$ cat src/rtl/operand_fetch_pkg.sv
// Shared widths, zero-register constant and forward-source codes for the
// operand-fetch slice of the forwarding pipeline.
package operand_fetch_pkg;

  localparam int unsigned DATA_W_DEF = 32;
  localparam int unsigned ADDR_W_DEF = 5;
  localparam int unsigned ZERO_REG   = 0;

  typedef enum logic [1:0] {
    FWD_RF  = 2'd0,
    FWD_WB  = 2'd1,
    FWD_MEM = 2'd2,
    FWD_EX  = 2'd3
  } fwd_src_e;

endpackage

$ cat src/rtl/operand_fetch_if.sv
// Decode / register-file / forwarding / execute signals seen by operand_fetch.
// The slave modport is the operand_fetch side; master is the surrounding pipeline.
interface operand_fetch_if #(
  parameter int unsigned DATA_W = 32,
  parameter int unsigned ADDR_W = 5
);
  logic              id_valid;
  logic              id_ready;
  logic [ADDR_W-1:0] id_rs_addr;
  logic [ADDR_W-1:0] id_rt_addr;
  logic              id_uses_rs;
  logic              id_uses_rt;
  logic [ADDR_W-1:0] id_dest_addr;
  logic              id_reg_write;
  logic              id_mem_read;
  logic [ADDR_W-1:0] rf_rs_addr;
  logic [ADDR_W-1:0] rf_rt_addr;
  logic [DATA_W-1:0] rf_rs_data;
  logic [DATA_W-1:0] rf_rt_data;
  logic [DATA_W-1:0] ex_alu_result;
  logic              mem_reg_write;
  logic [ADDR_W-1:0] mem_dest_addr;
  logic [DATA_W-1:0] mem_result;
  logic              wb_reg_write;
  logic [ADDR_W-1:0] wb_dest_addr;
  logic [DATA_W-1:0] wb_result;
  logic              ex_valid;
  logic              ex_ready;
  logic [DATA_W-1:0] ex_rs_data;
  logic [DATA_W-1:0] ex_rt_data;
  logic [ADDR_W-1:0] ex_dest_addr;
  logic              ex_reg_write;
  logic              ex_mem_read;
  logic [1:0]        ex_rs_src;
  logic [1:0]        ex_rt_src;

  modport slave (
    input  id_valid, id_rs_addr, id_rt_addr, id_uses_rs, id_uses_rt,
           id_dest_addr, id_reg_write, id_mem_read,
           rf_rs_data, rf_rt_data, ex_alu_result,
           mem_reg_write, mem_dest_addr, mem_result,
           wb_reg_write, wb_dest_addr, wb_result, ex_ready,
    output id_ready, rf_rs_addr, rf_rt_addr, ex_valid, ex_rs_data, ex_rt_data,
           ex_dest_addr, ex_reg_write, ex_mem_read, ex_rs_src, ex_rt_src
  );

  modport master (
    output id_valid, id_rs_addr, id_rt_addr, id_uses_rs, id_uses_rt,
           id_dest_addr, id_reg_write, id_mem_read,
           rf_rs_data, rf_rt_data, ex_alu_result,
           mem_reg_write, mem_dest_addr, mem_result,
           wb_reg_write, wb_dest_addr, wb_result, ex_ready,
    input  id_ready, rf_rs_addr, rf_rt_addr, ex_valid, ex_rs_data, ex_rt_data,
           ex_dest_addr, ex_reg_write, ex_mem_read, ex_rs_src, ex_rt_src
  );
endinterface

$ cat src/rtl/operand_fetch_fwd_mux.sv
// Combinational forwarding priority selector for one source operand:
// zero register, then EX, MEM, WB, and finally register-file data.
module operand_fetch_fwd_mux
  import operand_fetch_pkg::*;
#(
  parameter int unsigned DATA_W = DATA_W_DEF,
  parameter int unsigned ADDR_W = ADDR_W_DEF
) (
  input  logic [ADDR_W-1:0] srcAddr,
  input  logic              exFwdEn,
  input  logic [ADDR_W-1:0] exDest,
  input  logic [DATA_W-1:0] exResult,
  input  logic              memWe,
  input  logic [ADDR_W-1:0] memDest,
  input  logic [DATA_W-1:0] memResult,
  input  logic              wbWe,
  input  logic [ADDR_W-1:0] wbDest,
  input  logic [DATA_W-1:0] wbResult,
  input  logic [DATA_W-1:0] rfData,
  output logic [DATA_W-1:0] value,
  output fwd_src_e          code
);

  always_comb begin
    value = rfData;
    code  = FWD_RF;
    if (srcAddr == ADDR_W'(ZERO_REG)) begin
      value = '0;
      code  = FWD_RF;
    end else if (exFwdEn && exDest == srcAddr) begin
      value = exResult;
      code  = FWD_EX;
    end else if (memWe && memDest == srcAddr) begin
      value = memResult;
      code  = FWD_MEM;
    end else if (wbWe && wbDest == srcAddr) begin
      value = wbResult;
      code  = FWD_WB;
    end
  end

endmodule

$ cat src/rtl/operand_fetch.sv
// Operand fetch stage: register-file addressing, EX/MEM/WB forwarding,
// single-bubble load-use interlock and the ID/EX pipeline register.
module operand_fetch
  import operand_fetch_pkg::*;
#(
  parameter int unsigned DATA_W = DATA_W_DEF,
  parameter int unsigned ADDR_W = ADDR_W_DEF,
  parameter int unsigned CNT_W  = 16
) (
  input  logic             clk,
  input  logic             reset,
  operand_fetch_if.slave   bus,
  output logic [CNT_W-1:0] stall_cnt
);

  logic [DATA_W-1:0] rsVal, rtVal;
  fwd_src_e          rsCode, rtCode;
  logic              exFwdEn, loadUse, advance, accept;

  assign bus.rf_rs_addr = bus.id_rs_addr;
  assign bus.rf_rt_addr = bus.id_rt_addr;

  // A load in EX has no result yet; it is covered by the interlock instead.
  assign exFwdEn = bus.ex_valid && bus.ex_reg_write && !bus.ex_mem_read;

  operand_fetch_fwd_mux #(.DATA_W(DATA_W), .ADDR_W(ADDR_W)) uRsMux (
    .srcAddr(bus.id_rs_addr), .exFwdEn(exFwdEn),
    .exDest(bus.ex_dest_addr), .exResult(bus.ex_alu_result),
    .memWe(bus.mem_reg_write), .memDest(bus.mem_dest_addr), .memResult(bus.mem_result),
    .wbWe(bus.wb_reg_write), .wbDest(bus.wb_dest_addr), .wbResult(bus.wb_result),
    .rfData(bus.rf_rs_data), .value(rsVal), .code(rsCode)
  );

  operand_fetch_fwd_mux #(.DATA_W(DATA_W), .ADDR_W(ADDR_W)) uRtMux (
    .srcAddr(bus.id_rt_addr), .exFwdEn(exFwdEn),
    .exDest(bus.ex_dest_addr), .exResult(bus.ex_alu_result),
    .memWe(bus.mem_reg_write), .memDest(bus.mem_dest_addr), .memResult(bus.mem_result),
    .wbWe(bus.wb_reg_write), .wbDest(bus.wb_dest_addr), .wbResult(bus.wb_result),
    .rfData(bus.rf_rt_data), .value(rtVal), .code(rtCode)
  );

  always_comb begin
    loadUse = bus.id_valid && bus.ex_valid && bus.ex_mem_read &&
              (bus.ex_dest_addr != ADDR_W'(ZERO_REG)) &&
              ((bus.id_uses_rs && bus.id_rs_addr == bus.ex_dest_addr) ||
               (bus.id_uses_rt && bus.id_rt_addr == bus.ex_dest_addr));
    advance = !bus.ex_valid || bus.ex_ready;
    accept  = bus.id_valid && advance && !loadUse;
  end

  assign bus.id_ready = advance && !loadUse;

  always_ff @(posedge clk) begin
    if (reset) begin
      bus.ex_valid     <= 1'b0;
      bus.ex_rs_data   <= '0;
      bus.ex_rt_data   <= '0;
      bus.ex_dest_addr <= '0;
      bus.ex_reg_write <= 1'b0;
      bus.ex_mem_read  <= 1'b0;
      bus.ex_rs_src    <= '0;
      bus.ex_rt_src    <= '0;
      stall_cnt        <= '0;
    end else begin
      if (advance) begin
        if (accept) begin
          bus.ex_valid     <= 1'b1;
          bus.ex_rs_data   <= rsVal;
          bus.ex_rt_data   <= rtVal;
          bus.ex_dest_addr <= bus.id_dest_addr;
          bus.ex_reg_write <= bus.id_reg_write;
          bus.ex_mem_read  <= bus.id_mem_read;
          bus.ex_rs_src    <= rsCode;
          bus.ex_rt_src    <= rtCode;
        end else begin
          // Bubble: control cleared, data fields keep their last value.
          bus.ex_valid     <= 1'b0;
          bus.ex_reg_write <= 1'b0;
          bus.ex_mem_read  <= 1'b0;
        end
      end
      if (loadUse && advance && stall_cnt != '1)
        stall_cnt <= stall_cnt + CNT_W'(1);
    end
  end

endmodule

$ cat src/flat_wrapper.sv
// flat-port wrapper written by rule: the top's interface ports become plain ports
module operand_fetch_flat import operand_fetch_pkg::*;
#(
  parameter int unsigned DATA_W = DATA_W_DEF,
  parameter int unsigned ADDR_W = ADDR_W_DEF,
  parameter int unsigned CNT_W  = 16
)
  (clk, reset, stall_cnt, bus_id_valid, bus_id_rs_addr, bus_id_rt_addr, bus_id_uses_rs, bus_id_uses_rt, bus_id_dest_addr, bus_id_reg_write, bus_id_mem_read, bus_rf_rs_data, bus_rf_rt_data, bus_ex_alu_result, bus_mem_reg_write, bus_mem_dest_addr, bus_mem_result, bus_wb_reg_write, bus_wb_dest_addr, bus_wb_result, bus_ex_ready, bus_id_ready, bus_rf_rs_addr, bus_rf_rt_addr, bus_ex_valid, bus_ex_rs_data, bus_ex_rt_data, bus_ex_dest_addr, bus_ex_reg_write, bus_ex_mem_read, bus_ex_rs_src, bus_ex_rt_src);
  operand_fetch_if #(.DATA_W(DATA_W), .ADDR_W(ADDR_W)) bus_i ();
  input  logic clk;
  input  logic reset;
  output logic [CNT_W-1:0] stall_cnt;
  input wire logic [$bits(bus_i.id_valid)-1:0] bus_id_valid;
  input wire logic [$bits(bus_i.id_rs_addr)-1:0] bus_id_rs_addr;
  input wire logic [$bits(bus_i.id_rt_addr)-1:0] bus_id_rt_addr;
  input wire logic [$bits(bus_i.id_uses_rs)-1:0] bus_id_uses_rs;
  input wire logic [$bits(bus_i.id_uses_rt)-1:0] bus_id_uses_rt;
  input wire logic [$bits(bus_i.id_dest_addr)-1:0] bus_id_dest_addr;
  input wire logic [$bits(bus_i.id_reg_write)-1:0] bus_id_reg_write;
  input wire logic [$bits(bus_i.id_mem_read)-1:0] bus_id_mem_read;
  input wire logic [$bits(bus_i.rf_rs_data)-1:0] bus_rf_rs_data;
  input wire logic [$bits(bus_i.rf_rt_data)-1:0] bus_rf_rt_data;
  input wire logic [$bits(bus_i.ex_alu_result)-1:0] bus_ex_alu_result;
  input wire logic [$bits(bus_i.mem_reg_write)-1:0] bus_mem_reg_write;
  input wire logic [$bits(bus_i.mem_dest_addr)-1:0] bus_mem_dest_addr;
  input wire logic [$bits(bus_i.mem_result)-1:0] bus_mem_result;
  input wire logic [$bits(bus_i.wb_reg_write)-1:0] bus_wb_reg_write;
  input wire logic [$bits(bus_i.wb_dest_addr)-1:0] bus_wb_dest_addr;
  input wire logic [$bits(bus_i.wb_result)-1:0] bus_wb_result;
  input wire logic [$bits(bus_i.ex_ready)-1:0] bus_ex_ready;
  output wire logic [$bits(bus_i.id_ready)-1:0] bus_id_ready;
  output wire logic [$bits(bus_i.rf_rs_addr)-1:0] bus_rf_rs_addr;
  output wire logic [$bits(bus_i.rf_rt_addr)-1:0] bus_rf_rt_addr;
  output wire logic [$bits(bus_i.ex_valid)-1:0] bus_ex_valid;
  output wire logic [$bits(bus_i.ex_rs_data)-1:0] bus_ex_rs_data;
  output wire logic [$bits(bus_i.ex_rt_data)-1:0] bus_ex_rt_data;
  output wire logic [$bits(bus_i.ex_dest_addr)-1:0] bus_ex_dest_addr;
  output wire logic [$bits(bus_i.ex_reg_write)-1:0] bus_ex_reg_write;
  output wire logic [$bits(bus_i.ex_mem_read)-1:0] bus_ex_mem_read;
  output wire logic [$bits(bus_i.ex_rs_src)-1:0] bus_ex_rs_src;
  output wire logic [$bits(bus_i.ex_rt_src)-1:0] bus_ex_rt_src;
  assign bus_i.id_valid = bus_id_valid;
  assign bus_i.id_rs_addr = bus_id_rs_addr;
  assign bus_i.id_rt_addr = bus_id_rt_addr;
  assign bus_i.id_uses_rs = bus_id_uses_rs;
  assign bus_i.id_uses_rt = bus_id_uses_rt;
  assign bus_i.id_dest_addr = bus_id_dest_addr;
  assign bus_i.id_reg_write = bus_id_reg_write;
  assign bus_i.id_mem_read = bus_id_mem_read;
  assign bus_i.rf_rs_data = bus_rf_rs_data;
  assign bus_i.rf_rt_data = bus_rf_rt_data;
  assign bus_i.ex_alu_result = bus_ex_alu_result;
  assign bus_i.mem_reg_write = bus_mem_reg_write;
  assign bus_i.mem_dest_addr = bus_mem_dest_addr;
  assign bus_i.mem_result = bus_mem_result;
  assign bus_i.wb_reg_write = bus_wb_reg_write;
  assign bus_i.wb_dest_addr = bus_wb_dest_addr;
  assign bus_i.wb_result = bus_wb_result;
  assign bus_i.ex_ready = bus_ex_ready;
  assign bus_id_ready = bus_i.id_ready;
  assign bus_rf_rs_addr = bus_i.rf_rs_addr;
  assign bus_rf_rt_addr = bus_i.rf_rt_addr;
  assign bus_ex_valid = bus_i.ex_valid;
  assign bus_ex_rs_data = bus_i.ex_rs_data;
  assign bus_ex_rt_data = bus_i.ex_rt_data;
  assign bus_ex_dest_addr = bus_i.ex_dest_addr;
  assign bus_ex_reg_write = bus_i.ex_reg_write;
  assign bus_ex_mem_read = bus_i.ex_mem_read;
  assign bus_ex_rs_src = bus_i.ex_rs_src;
  assign bus_ex_rt_src = bus_i.ex_rt_src;
  operand_fetch #(.DATA_W(DATA_W), .ADDR_W(ADDR_W), .CNT_W(CNT_W)) u_core (.clk(clk), .reset(reset), .bus(bus_i), .stall_cnt(stall_cnt));
endmodule
$ cat config.mk
export PLATFORM = sky130hd
export DESIGN_NAME = operand_fetch_flat
export DESIGN_NICKNAME = d
export VERILOG_FILES = /design/src/rtl/operand_fetch_pkg.sv /design/src/rtl/operand_fetch_if.sv /design/src/rtl/operand_fetch_fwd_mux.sv /design/src/rtl/operand_fetch.sv /design/src/flat_wrapper.sv
export SDC_FILE = /design/constraint.sdc
export NUM_CORES = 1
export LEC_CHECK = 0
export ABC_AREA = 1
export ABC_CLOCK_PERIOD_IN_PS = 1800
export CAP_MARGIN = 20
export CORE_MARGIN = 10
export CORE_UTILIZATION = 30
export CTS_BUF_LIST = sky130_fd_sc_hd__clkbuf_8 sky130_fd_sc_hd__clkbuf_16
export DETAILED_ROUTE_END_ITERATION = 8
export HOLD_SLACK_MARGIN = 0.05
export PLACE_DENSITY = 0.69
export SLEW_MARGIN = 20
export SYNTH_ARGS = -nofsm -noshare
export SYNTH_HDL_FRONTEND = slang
export SYNTH_SLANG_ARGS = --single-unit
$ cat constraint.sdc
create_clock -name clk -period 1.8 [get_ports clk]
set_input_delay 0.27 -clock clk [delete_from_list [all_inputs] [get_ports clk]]
set_output_delay 0.27 -clock clk [all_outputs]
set_load 0.1 [all_outputs]
==> metrics.json <==
{
  "run_status": {"value": "complete, but fails checks"},
  "failed_checks": {"value": "negative setup slack"},
  "dr_total_vias": {"value": 10400},
  "required_time_of_the_worst_setup_path": {"value": 1530, "unit": "ps"},
  "yosys_warnings": {"value": 0},
  "slew_headroom": {"value": 0.770},
  "chipHeight": {"value": 181, "unit": "um"},
  "p_int": {"value": 0.00430, "unit": "W"},
  "die_area": {"value": 0.0327, "unit": "mm2"},
  "max_clock_freq": {"value": 520, "unit": "MHz"},
  "finish.utilization": {"value": 0.516},
  "p_sw_frac": {"value": 0.418},
  "hold_violations_final": {"value": 0},
  "critical_path.startpoint_type": {"value": "register"},
  "layout.nets": {"value": 2035},
  "tritoncts": {"value": "built"},
  "maxCapViolations": {"value": 0},
  "num_rows": {"value": 58},
  "yosysSeqAreaShare": {"value": 0.237},
  "synth_fa_ha_area_frac": {"value": 0.00161},
  "power_frac_clock": {"value": 0.263},
  "synth.distinct_cells": {"value": 26},
  "crit_path_max_fanout": {"value": 4},
  "floorplan.initialDensity": {"value": 0.307},
  "boundaryPins": {"value": 298},
  "grt_antenna_before_repair": {"value": 1},
  "grt_start_max_net_pins": {"value": 51},
  "first_global_vias": {"value": 10000},
  "grt_usage": {"value": 0.218},
  "setup.worst_path.end_class": {"value": "primary output"},
  "finalPower": {"value": 0.00738, "unit": "W"},
  "via_density_per_instance": {"value": 4.76},
  "clockRootBuffer": {"value": "sky130_fd_sc_hd__clkbuf_16"},
  "core": {"value": 0.0253, "unit": "mm2"},
  "grt_first_pass_wirelength": {"value": 57200, "unit": "um"},
  "syn_inst": {"value": 1515},
  "drt_drc_violations_left": {"value": 0},
  "synthesis.nets": {"value": 1711},
  "synth.mux.area_fraction": {"value": 0},
  "synth.ff_latch_count": {"value": 92},
  "synthSimpleGateAreaFrac": {"value": 0.544},
  "timing.final.max_slew_violations": {"value": 0},
  "synthesis.area": {"value": 0.00776, "unit": "mm2"},
  "tightestPinTransition": {"value": 344, "unit": "ps"},
  "clock_skew": {"value": 9.57, "unit": "ps"},
  "placedInstanceArea": {"value": 0.0121, "unit": "mm2"},
  "antenna_nets_post_route": {"value": 0},
  "fp.dieW": {"value": 181, "unit": "um"},
  "place.gp.congestion": {"value": 0.920},
  "synth_area_leader_cell": {"value": "sky130_fd_sc_hd__dfxtp_1"},
  "dominant_combinational_cell_family_by_area_after_synthesis": {"value": "simple AND/OR/NAND/NOR gates"},
  "layout_area_growth_over_synthesis": {"value": 68.2, "unit": "%"},
  "cellPowerDensity": {"value": 565, "unit": "mW/mm2"},
  "drtIter0Drc": {"value": 888},
  "holdWs": {"value": 284, "unit": "ps"},
  "synth_compound_area_frac": {"value": 0.0263},
  "wl_per_cell": {"value": 18.1, "unit": "um"},
  "wl": {"value": 39400, "unit": "um"},
  "critPathArrivalTime": {"value": 1650, "unit": "ps"},
  "cts-root-to-sink-buffers": {"value": 2},
  "clock_tree.htree_level_count": {"value": 3},
  "cts_sinks": {"value": 92},
  "crit_type": {"value": "reg2out"},
  "min_path_type": {"value": "in2reg"},
  "port_buffers": {"value": 297},
  "period_share": {"value": 1.07},
  "synth_area_per_cell": {"value": 5.13, "unit": "um2"},
  "setup_viol_count_final": {"value": 65},
  "post-route-cell-area": {"value": 0.0131, "unit": "mm2"},
  "total_switching_power": {"value": 0.00308, "unit": "W"},
  "globalRoute.totalOverflow": {"value": 0},
  "power_frac_seq": {"value": 0.303},
  "total_leakage_power": {"value": 6.69, "unit": "nW"},
  "hpwlAfterDp": {"value": 28600, "unit": "um"},
  "worst_ir_drop_vdd": {"value": 0.000372, "unit": "V"},
  "path_clk_slew": {"value": 80, "unit": "ps"},
  "drive_gt1_frac": {"value": 0.172},
  "synth_top_area_share": {"value": 0.237},
  "drt-pass1-iter-count": {"value": 5},
  "numCtsBuffers": {"value": 9},
  "grt_setup_unrepaired": {"value": "yes"},
  "post_synth_xor_area_fraction": {"value": 0.0180},
  "layout_setup_ws": {"value": -123, "unit": "ps"},
  "insertion_delay": {"value": 360, "unit": "ps"},
  "post_synth_main_area_contributors": {"value": "sky130_fd_sc_hd__dfxtp_1, sky130_fd_sc_hd__nor2_1, sky130_fd_sc_hd__nand2_1"},
  "post-route-min-period": {"value": 1920, "unit": "ps"},
  "part_of_the_total_power_dissipated_in_combinational_logic": {"value": 0.435}
}
registers in the layout (all words and copies together), names as in the netlist:
name,count
u_core.bus.ex_dest_addr,5
u_core.bus.ex_mem_read,1
u_core.bus.ex_reg_write,1
u_core.bus.ex_rs_data,32
u_core.bus.ex_rs_src,2
u_core.bus.ex_rt_data,32
u_core.bus.ex_rt_src,2
u_core.bus.ex_valid,1
u_core.stall_cnt,16
cells in the final DEF, fill, tap and decap left out, types with 3 or more instances in the layout:
cell type	instances
sky130_fd_sc_hd__buf_6	11
sky130_fd_sc_hd__dlymetal6s2s_1	6
sky130_fd_sc_hd__o21ai_0	6
sky130_fd_sc_hd__dfxtp_4	13
sky130_fd_sc_hd__inv_1	227
sky130_fd_sc_hd__clkbuf_16	20
sky130_fd_sc_hd__nor3_1	6
sky130_fd_sc_hd__nand3_2	4
sky130_fd_sc_hd__o21ai_1	3
sky130_fd_sc_hd__nor2_1	457
sky130_fd_sc_hd__nand2_1	380
sky130_fd_sc_hd__nand2_2	10
sky130_fd_sc_hd__a21oi_2	3
sky130_fd_sc_hd__dlygate4sd2_1	11
sky130_fd_sc_hd__nand3_4	4
sky130_fd_sc_hd__inv_6	3
sky130_fd_sc_hd__buf_8	4
sky130_fd_sc_hd__nand3_1	73
sky130_fd_sc_hd__nor2_2	7
sky130_fd_sc_hd__nand4_1	73
sky130_fd_sc_hd__inv_2	10
sky130_fd_sc_hd__inv_4	4
sky130_fd_sc_hd__clkdlybuf4s50_1	176
sky130_fd_sc_hd__nand2_4	3
sky130_fd_sc_hd__xor2_1	12
sky130_fd_sc_hd__a21oi_1	24
sky130_fd_sc_hd__buf_4	116
sky130_fd_sc_hd__dfxtp_2	11
sky130_fd_sc_hd__xnor2_1	3
sky130_fd_sc_hd__buf_12	68
sky130_fd_sc_hd__dfxtp_1	68
sky130_fd_sc_hd__nor2_4	12
layout make-up:
| cell class | instances | area (um2) |
|---|---|---|
| fillers | 2614 | 12300 |
| multi-input cells | 1089 | 4850 |
| repair buffers | 405 | 4680 |
| flip-flops and latches | 92 | 1900 |
| inverters | 242 | 923 |
| well taps | 330 | 413 |
| clock buffers | 9 | 225 |
| clock inverters | 7 | 58.8 |
| diodes | 1 | 2.50 |
layer usage:
layer	vias to the layer above	GRT usage	routed length (um)
met5	-	0	13
met4	2	0.0535	755
met3	61	0.0470	3220
met2	477	0.374	18600
met1	4638	0.270	16800
li1	5176	-	-
synth_stat cells (all sizes together):
| master | number |
|---|---|
| xor2 | 13 |
| nand3b | 1 |
| inv | 242 |
| a21oi | 28 |
| clkbuf | 49 |
| ha | 1 |
| buf | 43 |
| nand2 | 393 |
| a21boi | 1 |
| nand3 | 81 |
| nor2 | 476 |
| nand4 | 75 |
| xnor2 | 3 |
| nor3 | 8 |
| o21ai | 9 |
| dfxtp | 92 |
what timing repair did:
item | CTS | global route
hold buffers | 0 | 0
buffers inserted | 9 | 4
endpoints found under the setup margin | 86 | 91
gates cloned | 1 | 13
pin swaps | 5 | 28
resized for setup | 28 | 60
per-stage QoR:
step / setup TNS [ps] / worst slack [ps] / cells
finish: -3500 / -123 / 2175
global route: -12560 / -205 / 2174
CTS: -270 / -116 / 2157
detailed placement: -45550 / -610 / 2131
global placement: -42660 / -592 / 2131
floorplan: -302 / -87.9 / 1515
worst paths after layout:
check	slack (ps)	end	cells past startpoint	start
setup / recovery	-120	bus_id_ready	7	u_core.bus.ex_dest_addr[4]$_SDFFE_PP0P_
hold / removal	280	u_core.bus.ex_dest_addr[4]$_SDFFE_PP0P_	4	reset
setup reg to reg	-90	u_core.bus.ex_rt_data[25]$_SDFFE_PP0P_	11	u_core.bus.ex_dest_addr[4]$_SDFFE_PP0P_
hold reg to reg	480	u_core.bus.ex_rt_src[0]$_SDFFE_PP0P_	2	u_core.bus.ex_rt_src[0]$_SDFFE_PP0P_
power by group through the flow:
stage / clock [W] / sequential [W] / combinational, W
2_1_floorplan: 0 / 0.00304 / 0.000937
3_3_place_gp: 0 / 0.00228 / 0.00297
3_5_place_dp: 0 / 0.00228 / 0.00298
4_1_cts: 0.00198 / 0.00223 / 0.00304
5_1_grt: 0.00206 / 0.00225 / 0.00340
6_report: 0.00194 / 0.00223 / 0.00321
critical path, stage by stage, from the launching register on:
cell and delay (ps):
sky130_fd_sc_hd__dfxtp_4 400, sky130_fd_sc_hd__xor2_2 190, sky130_fd_sc_hd__inv_2 60, sky130_fd_sc_hd__nand4_1 90
sky130_fd_sc_hd__nand2_2 70, sky130_fd_sc_hd__buf_6 120, sky130_fd_sc_hd__a21oi_4 160, sky130_fd_sc_hd__buf_12 190
cells by family (layout without fill, tap and decap cells):
group           after synthesis  count (layout)
fa+ha+maj                     1               1
other cells                   0               1
simple gates               1034            1034
compound gates               38              38
xor+xnor                     16              16
flops                        92              92
buf+inv                     334             663
Power figures use the tool's default switching activity.
